$ cat src/rtl/sap_cpu_core_if.sv
// ---------------------------------------------------------------------------
// sap_cpu_core_if
//   Bus bundle for sap_cpu_core: run control, RAM programming port and the
//   architectural status/output signals that the board top consumes.
//
//   master : drives run / prog_*, observes outputs (board top, testbench)
//   slave  : the core itself
//
//   Signals:
//     run        1 = sequencer advances, 0 = frozen in current T-state
//     prog_we    RAM write strobe (honoured only when stopped or halted)
//     prog_addr  programming address
//     prog_data  programming data
//     out_data   output register O
//     out_valid  one-cycle pulse after O is written
//     halted     high once HLT has executed
//     carry_flag CF
//     zero_flag  ZF
//     pc         program counter
// ---------------------------------------------------------------------------
interface sap_cpu_core_if #(
    parameter int DATA_W = 8,
    parameter int ADDR_W = 4
);
    logic              run;
    logic              prog_we;
    logic [ADDR_W-1:0] prog_addr;
    logic [DATA_W-1:0] prog_data;
    logic [DATA_W-1:0] out_data;
    logic              out_valid;
    logic              halted;
    logic              carry_flag;
    logic              zero_flag;
    logic [ADDR_W-1:0] pc;

    modport master (
        output run, prog_we, prog_addr, prog_data,
        input  out_data, out_valid, halted, carry_flag, zero_flag, pc
    );

    modport slave (
        input  run, prog_we, prog_addr, prog_data,
        output out_data, out_valid, halted, carry_flag, zero_flag, pc
    );
endinterface

$ cat src/rtl/sap_cpu_core.sv
// ---------------------------------------------------------------------------
// sap_cpu_core
//   Parametrised accumulator CPU with an explicit T0..T4 sequencer, internal
//   program/data RAM (combinational read, synchronous write), carry and zero
//   flags, conditional jumps and an output register with a valid strobe.
//
//   Ports:
//     clk  system clock, rising edge
//     rst  asynchronous, active-high reset (RAM contents are kept)
//     bus  sap_cpu_core_if.slave: run, prog_we/addr/data, out_data,
//          out_valid, halted, carry_flag, zero_flag, pc
//
//   Parameters:
//     DATA_W  datapath / RAM word width, must be >= 4 + ADDR_W
//     ADDR_W  address width, RAM depth = 2**ADDR_W
//
//   Build option:
//     SAP_VARCYCLE_EN  when defined, the sequencer returns to T0 right after
//                      the last useful T-state (3/4/5-cycle instructions).
//                      Undefined: every instruction takes 5 cycles.
// ---------------------------------------------------------------------------
module sap_cpu_core #(
    parameter int DATA_W = 8,
    parameter int ADDR_W = 4
) (
    input  logic           clk,
    input  logic           rst,
    sap_cpu_core_if.slave  bus
);

    localparam int DEPTH = 2 ** ADDR_W;

    generate
        if (DATA_W < 4 + ADDR_W) begin : g_bad_width
            $error("sap_cpu_core: DATA_W must be >= 4 + ADDR_W");
        end
    endgenerate

    typedef enum logic [2:0] {T0, T1, T2, T3, T4} tstate_e;

    typedef enum logic [3:0] {
        OP_NOP = 4'h0,
        OP_LDA = 4'h1,
        OP_ADD = 4'h2,
        OP_SUB = 4'h3,
        OP_STA = 4'h4,
        OP_LDI = 4'h5,
        OP_JMP = 4'h6,
        OP_JC  = 4'h7,
        OP_JZ  = 4'h8,
        OP_OUT = 4'hE,
        OP_HLT = 4'hF
    } op_e;

    tstate_e           state_q, state_d;
    logic [DATA_W-1:0] a_q, b_q, ir_q, o_q;
    logic [ADDR_W-1:0] mar_q, pc_q;
    logic              cf_q, zf_q, halted_q, out_valid_q;

    logic [DATA_W-1:0] mem [DEPTH];

    logic              advance;
    op_e               opcode;
    logic [ADDR_W-1:0] operand;
    logic [DATA_W-1:0] ram_rd;
    logic              is_sub;
    logic [DATA_W-1:0] b_eff;
    logic [DATA_W:0]   alu_res;
    logic              core_we;
    logic              prog_ok;

    assign advance = bus.run && !halted_q;
    assign opcode  = op_e'(ir_q[DATA_W-1 -: 4]);
    assign operand = ir_q[ADDR_W-1:0];
    assign ram_rd  = mem[mar_q];

    // Subtraction is A + ~B + 1, so CF=1 means "no borrow".
    assign is_sub  = (opcode == OP_SUB);
    assign b_eff   = is_sub ? ~b_q : b_q;
    assign alu_res = {1'b0, a_q} + {1'b0, b_eff} + {{DATA_W{1'b0}}, is_sub};

    // -----------------------------------------------------------------------
    // Sequencer
    // -----------------------------------------------------------------------
    always_ff @(posedge clk or posedge rst) begin
        if (rst) state_q <= T0;
        else     state_q <= state_d;
    end

    // NOTE: every signal assigned in a combinational block gets a default
    // first, so no path leaves it unassigned and no latch is inferred.
    always_comb begin
        state_d = state_q;
        if (advance) begin
            case (state_q)
                T0: state_d = T1;
                T1: state_d = T2;
`ifdef SAP_VARCYCLE_EN
                T2: state_d = (opcode == OP_LDA || opcode == OP_STA ||
                               opcode == OP_ADD || opcode == OP_SUB) ? T3 : T0;
                T3: state_d = (opcode == OP_ADD || opcode == OP_SUB) ? T4 : T0;
`else
                T2: state_d = T3;
                T3: state_d = T4;
`endif
                T4: state_d = T0;
                default: state_d = T0;
            endcase
        end
    end

    // -----------------------------------------------------------------------
    // Architectural registers
    // -----------------------------------------------------------------------
    // NOTE: sequential state is updated with non-blocking assignments so all
    // registers sample pre-edge values regardless of statement order.
    always_ff @(posedge clk or posedge rst) begin
        if (rst) begin
            a_q         <= '0;
            b_q         <= '0;
            ir_q        <= '0;
            mar_q       <= '0;
            pc_q        <= '0;
            o_q         <= '0;
            cf_q        <= 1'b0;
            zf_q        <= 1'b0;
            halted_q    <= 1'b0;
            out_valid_q <= 1'b0;
        end else begin
            // Strobe lasts exactly one cycle, even if run drops right after.
            out_valid_q <= 1'b0;
            if (advance) begin
                case (state_q)
                    T0: mar_q <= pc_q;
                    T1: begin
                        ir_q <= ram_rd;
                        pc_q <= pc_q + {{(ADDR_W-1){1'b0}}, 1'b1};
                    end
                    T2: begin
                        case (opcode)
                            OP_LDA, OP_ADD, OP_SUB, OP_STA: mar_q <= operand;
                            OP_LDI: a_q  <= {{(DATA_W-ADDR_W){1'b0}}, operand};
                            OP_JMP: pc_q <= operand;
                            OP_JC:  if (cf_q) pc_q <= operand;
                            OP_JZ:  if (zf_q) pc_q <= operand;
                            OP_OUT: begin
                                o_q         <= a_q;
                                out_valid_q <= 1'b1;
                            end
                            OP_HLT: halted_q <= 1'b1;
                            default: ;
                        endcase
                    end
                    T3: begin
                        case (opcode)
                            OP_LDA:         a_q <= ram_rd;
                            OP_ADD, OP_SUB: b_q <= ram_rd;
                            default: ;
                        endcase
                    end
                    T4: begin
                        if (opcode == OP_ADD || opcode == OP_SUB) begin
                            {cf_q, a_q} <= alu_res;
                            zf_q        <= (alu_res[DATA_W-1:0] == '0);
                        end
                    end
                    default: ;
                endcase
            end
        end
    end

    // -----------------------------------------------------------------------
    // RAM: the core's STA write has priority over the programming port; the
    // port itself is only honoured while the core is stopped or halted.
    // -----------------------------------------------------------------------
    assign core_we = advance && (state_q == T3) && (opcode == OP_STA);
    assign prog_ok = bus.prog_we && (!bus.run || halted_q);

    // NOTE: the RAM has no reset on purpose; a program loaded before reset
    // must survive it, and array resets would also block RAM inference.
    always_ff @(posedge clk) begin
        if (core_we)      mem[mar_q]         <= a_q;
        else if (prog_ok) mem[bus.prog_addr] <= bus.prog_data;
    end

    assign bus.out_data   = o_q;
    assign bus.out_valid  = out_valid_q;
    assign bus.halted     = halted_q;
    assign bus.carry_flag = cf_q;
    assign bus.zero_flag  = zf_q;
    assign bus.pc         = pc_q;

endmodule

$ cat src/flat_wrapper.sv
// flat-port wrapper written by rule: the top's interface ports become plain ports
module sap_cpu_core_flat 
#(
    parameter int DATA_W = 8,
    parameter int ADDR_W = 4
)
  (clk, rst, bus_run, bus_prog_we, bus_prog_addr, bus_prog_data, bus_out_data, bus_out_valid, bus_halted, bus_carry_flag, bus_zero_flag, bus_pc);
  sap_cpu_core_if #(.DATA_W(DATA_W), .ADDR_W(ADDR_W)) bus_i ();
  input  logic clk;
  input  logic rst;
  input wire logic [$bits(bus_i.run)-1:0] bus_run;
  input wire logic [$bits(bus_i.prog_we)-1:0] bus_prog_we;
  input wire logic [$bits(bus_i.prog_addr)-1:0] bus_prog_addr;
  input wire logic [$bits(bus_i.prog_data)-1:0] bus_prog_data;
  output wire logic [$bits(bus_i.out_data)-1:0] bus_out_data;
  output wire logic [$bits(bus_i.out_valid)-1:0] bus_out_valid;
  output wire logic [$bits(bus_i.halted)-1:0] bus_halted;
  output wire logic [$bits(bus_i.carry_flag)-1:0] bus_carry_flag;
  output wire logic [$bits(bus_i.zero_flag)-1:0] bus_zero_flag;
  output wire logic [$bits(bus_i.pc)-1:0] bus_pc;
  assign bus_i.run = bus_run;
  assign bus_i.prog_we = bus_prog_we;
  assign bus_i.prog_addr = bus_prog_addr;
  assign bus_i.prog_data = bus_prog_data;
  assign bus_out_data = bus_i.out_data;
  assign bus_out_valid = bus_i.out_valid;
  assign bus_halted = bus_i.halted;
  assign bus_carry_flag = bus_i.carry_flag;
  assign bus_zero_flag = bus_i.zero_flag;
  assign bus_pc = bus_i.pc;
  sap_cpu_core #(.DATA_W(DATA_W), .ADDR_W(ADDR_W)) u_core (.clk(clk), .rst(rst), .bus(bus_i));
endmodule
$ cat config.mk
export PLATFORM = sky130hd
export DESIGN_NAME = sap_cpu_core_flat
export DESIGN_NICKNAME = d
export VERILOG_FILES = /design/src/rtl/sap_cpu_core_if.sv /design/src/rtl/sap_cpu_core.sv /design/src/flat_wrapper.sv
export SDC_FILE = /design/constraint.sdc
export NUM_CORES = 1
export LEC_CHECK = 0
export CAP_MARGIN = 0
export CORE_AREA = 3 3 113 115
export DETAILED_ROUTE_END_ITERATION = 10
export DIE_AREA = 0 0 116 118
export PLACE_DENSITY_LB_ADDON = 0.2
export SETUP_SLACK_MARGIN = 0.3
export SYNTH_ARGS = -nofsm -noshare
export SYNTH_HDL_FRONTEND = slang
export SYNTH_SLANG_ARGS = --single-unit
export TNS_END_PERCENT = 10
$ cat constraint.sdc
create_clock -name clk -period 8.1 [get_ports clk]
set_input_delay 1.62 -clock clk [delete_from_list [all_inputs] [get_ports clk]]
set_output_delay 1.62 -clock clk [all_outputs]
set_load 0.02 [all_outputs]
; After elaboration in Yosys (flattened, before gate mapping)
; Memory sizes are Yosys's and may differ from the RTL's.
; Cells that the tools add are included.
; W data, S select, Z words.
[word_totals]
ff_bits = 47
ramBits = 128
input_bits = 16
output_inout_bits = 16
word_cells = 84
mem_count = 1
[mem_list]
columns = name, words, width, read_ports, rd_ports_with_merged_regs, write_ports, line
row1 = u_core.mem, 16, 8, 1, 0, 1, sap_cpu_core.sv:60  ; logic [DATA_W-1:0] mem [DEPTH];
[op_classes]
n_addsub = 3
n_eq_ne = 21
n_mux = 23
bitwise_logic = 1
reduce_logical = 24
[op_table]
columns = operator, count
row1 = $mux W8, 5
row2 = $pmux W8 S3, 1
row3 = $eq A4 B3 Y1 const B, 4
row4 = $mux W4, 4
row5 = $pmux W4 S2, 2
row6 = $reduce_and A3 Y1, 5
row7 = $eq A4 B4 Y1 const B, 3
row8 = $pmux W3 S4, 1
row9 = $pmux W4 S3, 1
row10 = $reduce_and A5 Y1, 2
row11 = $add A8 B8 Y9, 1
row12 = $add A9 B1 Y9, 1
row13 = $mux W1, 9
row14 = $eq A4 B2 Y1 const B, 2
row15 = $logic_not A8 Y1, 1
row16 = $not A8 Y8, 1
row17 = $reduce_or A8 Y1, 1
row18 = $eq A3 B2 Y1 const B, 2
row19 = $ne A2 B2 Y1 const B, 3
row20 = $ne A3 B2 Y1 const B, 2
row21 = $add A4 B1 Y4 const B, 1
row22 = $eq A4 B1 Y1 const B, 1
row23 = $logic_and A1 B1 Y1, 4
row24 = $ne A4 B3 Y1 const B, 1
row25 = 11 further kinds, 14

; Logic depth before layout (Yosys ltp)
; Gate-level depths: netlist of run 1.
[logic_depth]
word_depth = 8
mapped_depth = 11
ltp_nobuf = 9

; Worst setup path before layout of run 1
; No wires, ideal clock.
[synth_path]
kind = in2reg
startpoint = in bus_run
endpoint = mem u_core.mem[2][0], enable pin
setup_ps = 370
arrival_ps = 3076
setup_slack_ps = 4654
stages = 7
path_buffers = 2
cell_sequence = nand2b_1 > clkbuf_1 > nand2_1 > clkbuf_1 > nor3b_1 > a31oi_1 > nor2_1
[synth_between]
elab_chain_len = 8
word_cells_on_any_way = 14
cone_classes = 7 x mux / 7 x reduce/logical
[synth_rtl]
columns = item, line
row1 = start: declaration, flat_wrapper.sv:11  ; input wire logic [$bits(bus_i.run)-1:0] bus_run;
row2 = $logic_not A1 Y1, sap_cpu_core.sv:178  ; assign prog_ok = bus.prog_we && (!bus.run || halted_q);
row3 = $logic_or A1 B1 Y1, sap_cpu_core.sv:178
row4 = $logic_and A1 B1 Y1, sap_cpu_core.sv:178
row5 = $mux W1, sap_cpu_core.sv:184  ; else if (prog_ok) mem[bus.prog_addr] <= bus.prog_data;
row6 = $mux W1, sap_cpu_core.sv:183  ; if (core_we) mem[mar_q] <= a_q;
row7 = $mux W1 (not written as such), sap_cpu_core.sv:184
row8 = $reduce_or A8 Y1 (no line), -
row9 = $mux W4 (no line) / $mux W1 (equally long branches), -
row10 = end: declaration, sap_cpu_core.sv:60
; Parallel ways exist; a longest one is shown, timed or not.

; Worst setup path in the final report of run 1
[layout_path]
startpoint = in bus_run
endpoint = mem u_core.mem[5][5], enable pin
; The elaborated chain is that of the path after synthesis.

==> results.tsv, run 1 <==
metric	value	unit
grt_max_degree	48	
crit_arrival	4.30	ns
outcome	complete, no violations	
ys_ff_latch	175	
io_buffers	31	
cp.required	8.15	ns
drt-total-wl	16100	microns
cts_num_sinks	175	
core	0.0119	sq mm
vias_per_cell	6.63	
tns	0	ns
ys_seq_area_frac	0.651	
cts-root-buf	clkbuf_16	
fp.dieW	116	microns
htreeDepth	4	
synth.area.top_cells	edfxtp_1 50%, dfrtp_1 15%, mux4_2 12%	
tritoncts	built	
layout.nets	527	
rows	40	
setup_viol	0	
grt_pass1_wl	25100	microns
critical_path_class	primary input to flip-flop	
hold_viol_final	0	
slew_violations	0	
path_max_fanout	20	
hold_class	flip-flop to flip-flop	
period_share	0.524	
wl_per_cell	24.4	microns
worst_pin_slew	1.06	ns
synth.top_cells.by_count	128 x edfxtp_1, 47 x dfrtp_1, 40 x mux4_2	
whs	0.503	ns
cts_buffers	17	
slew_headroom	0.294	
cap_viol_max_count	0	
clock_latency	0.43	ns
vdd_drop_max	0.202	mV
yosys.area.top_type_share	0.498	
ant_nets	0	
finalCriticalPeriod	4.25	ns
syn_area	0.00772	sq mm
io_pins	32	
path_clk_slew	0.06	ns
hold_buffers	0	
grt_usage	0.252	
synth_top_area_cell	edfxtp_1	
clk_path_buf_depth	2	
cts_resized	0	
grt_remaining_overflow	0	
synth_edf_count	128	
first_pass_iters	5	
num_vias	4385	
route.detailed.drc	0	
n_antenna_cell	0	
ys_async_sr_fraction	0.269	
initial_core_util	0.648	
filler_cell_count	734	
synth_warnings	0	
crit_path_start_kind	primary input	
antenna_found_initial	0	
ys.flop_type	edfxtp_1	
synth.most_common_cell	edfxtp_1	
fin_worst_skew	0.00961	ns
max_freq	236	MHz
place.gp.congestion	0.843	
avgSynthCellArea	16.3	sq um
syn_nets	500	
postSynthCellCount	474	
end_kind	flip-flop	
die_h	118	microns
p_leak	3.07	nW
dpl.hpwl	10900	microns
rsz0062_at_grt	false	
ys_types	51	
cts_setup_buffers	0	
area_delta_synth_final	12.6	%
cellPowerDensity	384	mW/mm^2
grt_pass1_vias	4210	
drive_gt1_frac	0.216	
first_iter_violations	509	
design.die.area	0.0137	sq mm
worst max-delay path: stages:
cell	delay (ns)
clkdlybuf4s50_1	0.42
nand2b_1	0.44
nand2_1	0.61
nor3b_1	0.38
a31oi_1	0.18
nor2_1	0.65
power by group:
group          total, mW  internal, mW  switching, mW
logic               1.18         0.515          0.666
registers           1.33          1.17          0.161
clock network      0.832         0.491          0.342
final timing paths:
kind,endpoint,start,cells after the start,slack (ns)
max,u_core.mem[5][5],bus_run,6,3.85
min reg2reg,u_core.bus.out_data[4],u_core.bus.out_data[4],1,0.50
max in group asynchronous,u_core.mar_q[0],rst,2,5.72
max reg2reg,u_core.bus.zero_flag,u_core.ir_q[6],8,4.51
min in group asynchronous,u_core.bus.out_data[5],rst,2,1.71
min,u_core.bus.out_data[4],u_core.bus.out_data[4],1,0.50
layer usage:
layer | vias up | global-route usage | wire, microns
met1 | 2243 | 0.357 | 6720
met4 | 0 | 0.0877 | 343
met5 | - | 0 | 0
met2 | 199 | 0.392 | 8210
li1 | 1913 | - | -
met3 | 30 | 0.0535 | 843
cell families after synthesis:
group                    count (synthesis)  share of synthesized area
AO/OA/AOI/OAI                           62                     0.0558
XOR/XNOR                                14                     0.0159
adder cells (fa/ha/maj)                 10                     0.0172
buffers and inverters                   32                     0.0222
flip-flops                             175                      0.651
multiplexers                            75                      0.167
AND/OR/NAND/NOR                        106                     0.0710
per-stage QoR:
stage	std cells	total power, mW	cell area [sq um]	utilization	setup WS, ns
after floorplan	474	2.18	7720	-	4.65
after global placement	629	2.49	8080	0.678	3.67
after detailed placement	629	2.52	8080	0.678	3.47
after CTS	661	3.36	8690	0.729	3.92
after global routing	661	3.51	8690	0.729	3.72
final	661	3.34	8690	0.729	3.85
sequential cells by signal, summed over array words and instances (netlist names):
| name | flops |
|---|---|
| u_core.bus.halted | 1 |
| u_core.mar_q | 4 |
| u_core.state_q | 3 |
| u_core.b_q | 8 |
| u_core.bus.carry_flag | 1 |
| u_core.bus.zero_flag | 1 |
| u_core.bus.out_valid | 1 |
| u_core.bus.out_data | 8 |
| u_core.ir_q | 8 |
| u_core.a_q | 8 |
| u_core.mem | 128 |
| u_core.bus.pc | 4 |
layout make-up:
class | instances | area (sq um) | share of cell area
timing repair buffer | 33 | 325 | 0.0374
multi-input combinational | 267 | 2520 | 0.291
clock buffer | 18 | 429 | 0.0494
clock inverter | 14 | 178 | 0.0204
sequential | 175 | 5020 | 0.578
inverter | 7 | 26.3 | 0.00302
tap | 147 | 184 | 0.0212
cells in the final DEF, fill, tap and decap left out, drive strengths merged, types with 5 or more instances in the layout:
master	n
mux4	40
and3	6
inv	13
nand2	22
o21ai	10
a31oi	10
a32oi	6
clkdlybuf4s50	31
xnor2	9
nor2	35
clkbuf	18
nand3	7
nand2b	6
edfxtp	128
xor2	5
ha	9
mux2	32
a21oi	19
nor3	6
dfrtp	47
(Power assumes the default switching activity.)
==> inputs of run 2 (changes only) <==
- CORE_AREA: 3 3 113 115 -> 3 3 118 120
- DIE_AREA: 0 0 116 118 -> 0 0 121 123
- clock period: 8.1 -> 4.15 ns (I/O delays scaled with it)
==> run 2 against run 1 <==
Register-to-register slack got worse by 3.8 ns; flip-flop and latch count did not move; critical path depth rose by 3; global-route usage fell by 1.8 points; via count fell by 0.43%; wire length barely moved.
==> results.tsv, run 2 (synthesis gave the netlist of run 1 again) <==
metric	value	unit
first_iter_violations	370	
grt_usage	0.234	
cts_num_sinks	175	
cts_buffers	17	
grt_pass1_vias	4483	
fp.dieW	121	microns
first_pass_iters	5	
worst_path_max_delay_cell	nand4bb_1	
max_freq	291	MHz
swShare	0.344	
worst_pin_slew	1.11	ns
path_clk_slew	0.06	ns
largest-register	u_core.mem	
internal_power	4.32	mW
setup_viol	0	
io_pins	32	
r2r_start	u_core.ir_q[6]	
num_vias	4366	
dpl.hpwl	10900	microns
hold_class	flip-flop to flip-flop	
cts_setup_buffers	0	
worstSetupStartpoint	u_core.ir_q[6]	
clkPwrFrac	0.258	
fin_worst_skew	0.00871	ns
io_buffers	31	
outcome	complete, no violations	
end_kind	flip-flop	
area_delta_synth_final	14.9	%
grt_remaining_overflow	0	
seqPwrFrac	0.403	
final_util	0.677	
cts_resized	0	
layout.nets	542	
rows	42	
period_share	0.828	
slew_headroom	0.263	
mostFrequentLayoutCell	edfxtp_1	
hold_buffers	0	
route.detailed.drc	0	
tritoncts	built	
cp.required	4.50	ns
die_h	123	microns
finalCriticalPeriod	3.44	ns
p_leak	3.16	nW
crit_path_start_kind	flip-flop	
largest_reg_flops	128	
vdd_drop_max	0.339	mV
rsz0062_at_grt	false	
core	0.0131	sq mm
place.gp.congestion	0.853	
htreeDepth	4	
cts-root-buf	clkbuf_16	
drt-total-wl	16100	microns
vias_per_cell	6.19	
final_cell_mix	128 x edfxtp_1, 46 x dfrtp_1, 40 x mux4_2, 35 x nor2_1	
critical_path_class	flip-flop to flip-flop	
cellPowerDensity	742	mW/mm^2
antenna_found_initial	0	
initial_core_util	0.590	
min_from	u_core.bus.out_data[2]	
clock_latency	0.42	ns
grt_pass1_wl	25400	microns
ant_nets	0	
path_max_fanout	12	
grt_max_degree	36	
tns	0	ns
design.die.area	0.0149	sq mm
path_cells	nand4bb_1 -> xnor2_1 -> ha_1 -> inv_1 -> and3_1 -> a2111oi_0 -> o311ai_0 -> or4_1 -> o21ai_1	
slowest_delay	0.69	ns
clk_path_buf_depth	2	
slew_violations	0	
hold_viol_final	0	
crit_arrival	3.78	ns
cap_viol_max_count	0	
n_antenna_cell	0	
drive_gt1_frac	0.242	
p_comb_frac	0.339	
filler_cell_count	867	
wl_per_cell	22.8	microns
p_switching	2.26	mW
run 2: cell count changes in the layout (fill, tap and decap cells not counted):
cell and change:
clkinv_1 -2, inv_6 -2, clkinv_4 -1, inv_8 +1, bufinv_16 +1, clkinvlp_4 +2, clkinv_2 +1, buf_4 +15
run 2: final cells by class:
type                       count  area, sq um  share of cell area
sequential                   175         5020               0.566
clock buffer                  18          429              0.0484
multi-input combinational    267         2520               0.285
tap                          176          220              0.0248
inverter                       7         26.3             0.00296
clock inverter                14          205              0.0231
timing repair buffer          48          438              0.0494
run 2: worst paths after layout:
kind                                           to  slack (ns)  cells after the start
max                          u_core.bus.zero_flag        0.71                      9
min                        u_core.bus.out_data[2]        0.50                      1
max reg2reg                  u_core.bus.zero_flag        0.71                      9
min reg2reg                u_core.bus.out_data[2]        0.50                      1
max in group asynchronous           u_core.b_q[3]        2.66                      3
min in group asynchronous  u_core.bus.out_data[7]        0.82                      2
run 2: through the flow:
stage / hold slack [ns] / worst slack, ns / cell area (sq um) / cells / total power [mW]
2_1_floorplan: 0.487 / 1.46 / 7720 / 474 / 4.25
3_3_place_gp: 0.480 / 0.840 / 8230 / 673 / 4.82
3_5_place_dp: 0.493 / 0.737 / 8230 / 673 / 4.90
4_1_cts: 0.508 / 0.707 / 8860 / 705 / 6.60
5_1_grt: 0.519 / 0.420 / 8860 / 705 / 6.92
6_report: 0.503 / 0.715 / 8860 / 705 / 6.58
run 2: metal layers:
metal	share of wire	vias up	GRT usage
met5	0	-	0
met4	0.018	0	0.0822
met3	0.049	27	0.0499
met2	0.52	137	0.394
met1	0.41	2261	0.307
li1	-	1941	-
run 2: worst max-delay path, delay by kind of cell (launching register included):
family                     cells  cell delay, ns
and+or+nand+nor                3            1.40
xor gates and xnor gates       1            0.31
buffers and inverters          1            0.10
AOI/OAI and AO/OA              3            0.68
DFF                            1            0.50
adders and majority gates      1            0.37
run 2: power by group through the flow:
| stage | registers (mW) | logic (mW) | clock network [mW] |
|---|---|---|---|
| detailed placement | 2.69 | 2.21 | 0 |
| global placement | 2.67 | 2.15 | 0 |
| global route | 2.70 | 2.42 | 1.79 |
| CTS | 2.66 | 2.23 | 1.72 |
| finish | 2.65 | 2.23 | 1.70 |
| floorplan | 2.50 | 1.76 | 0 |
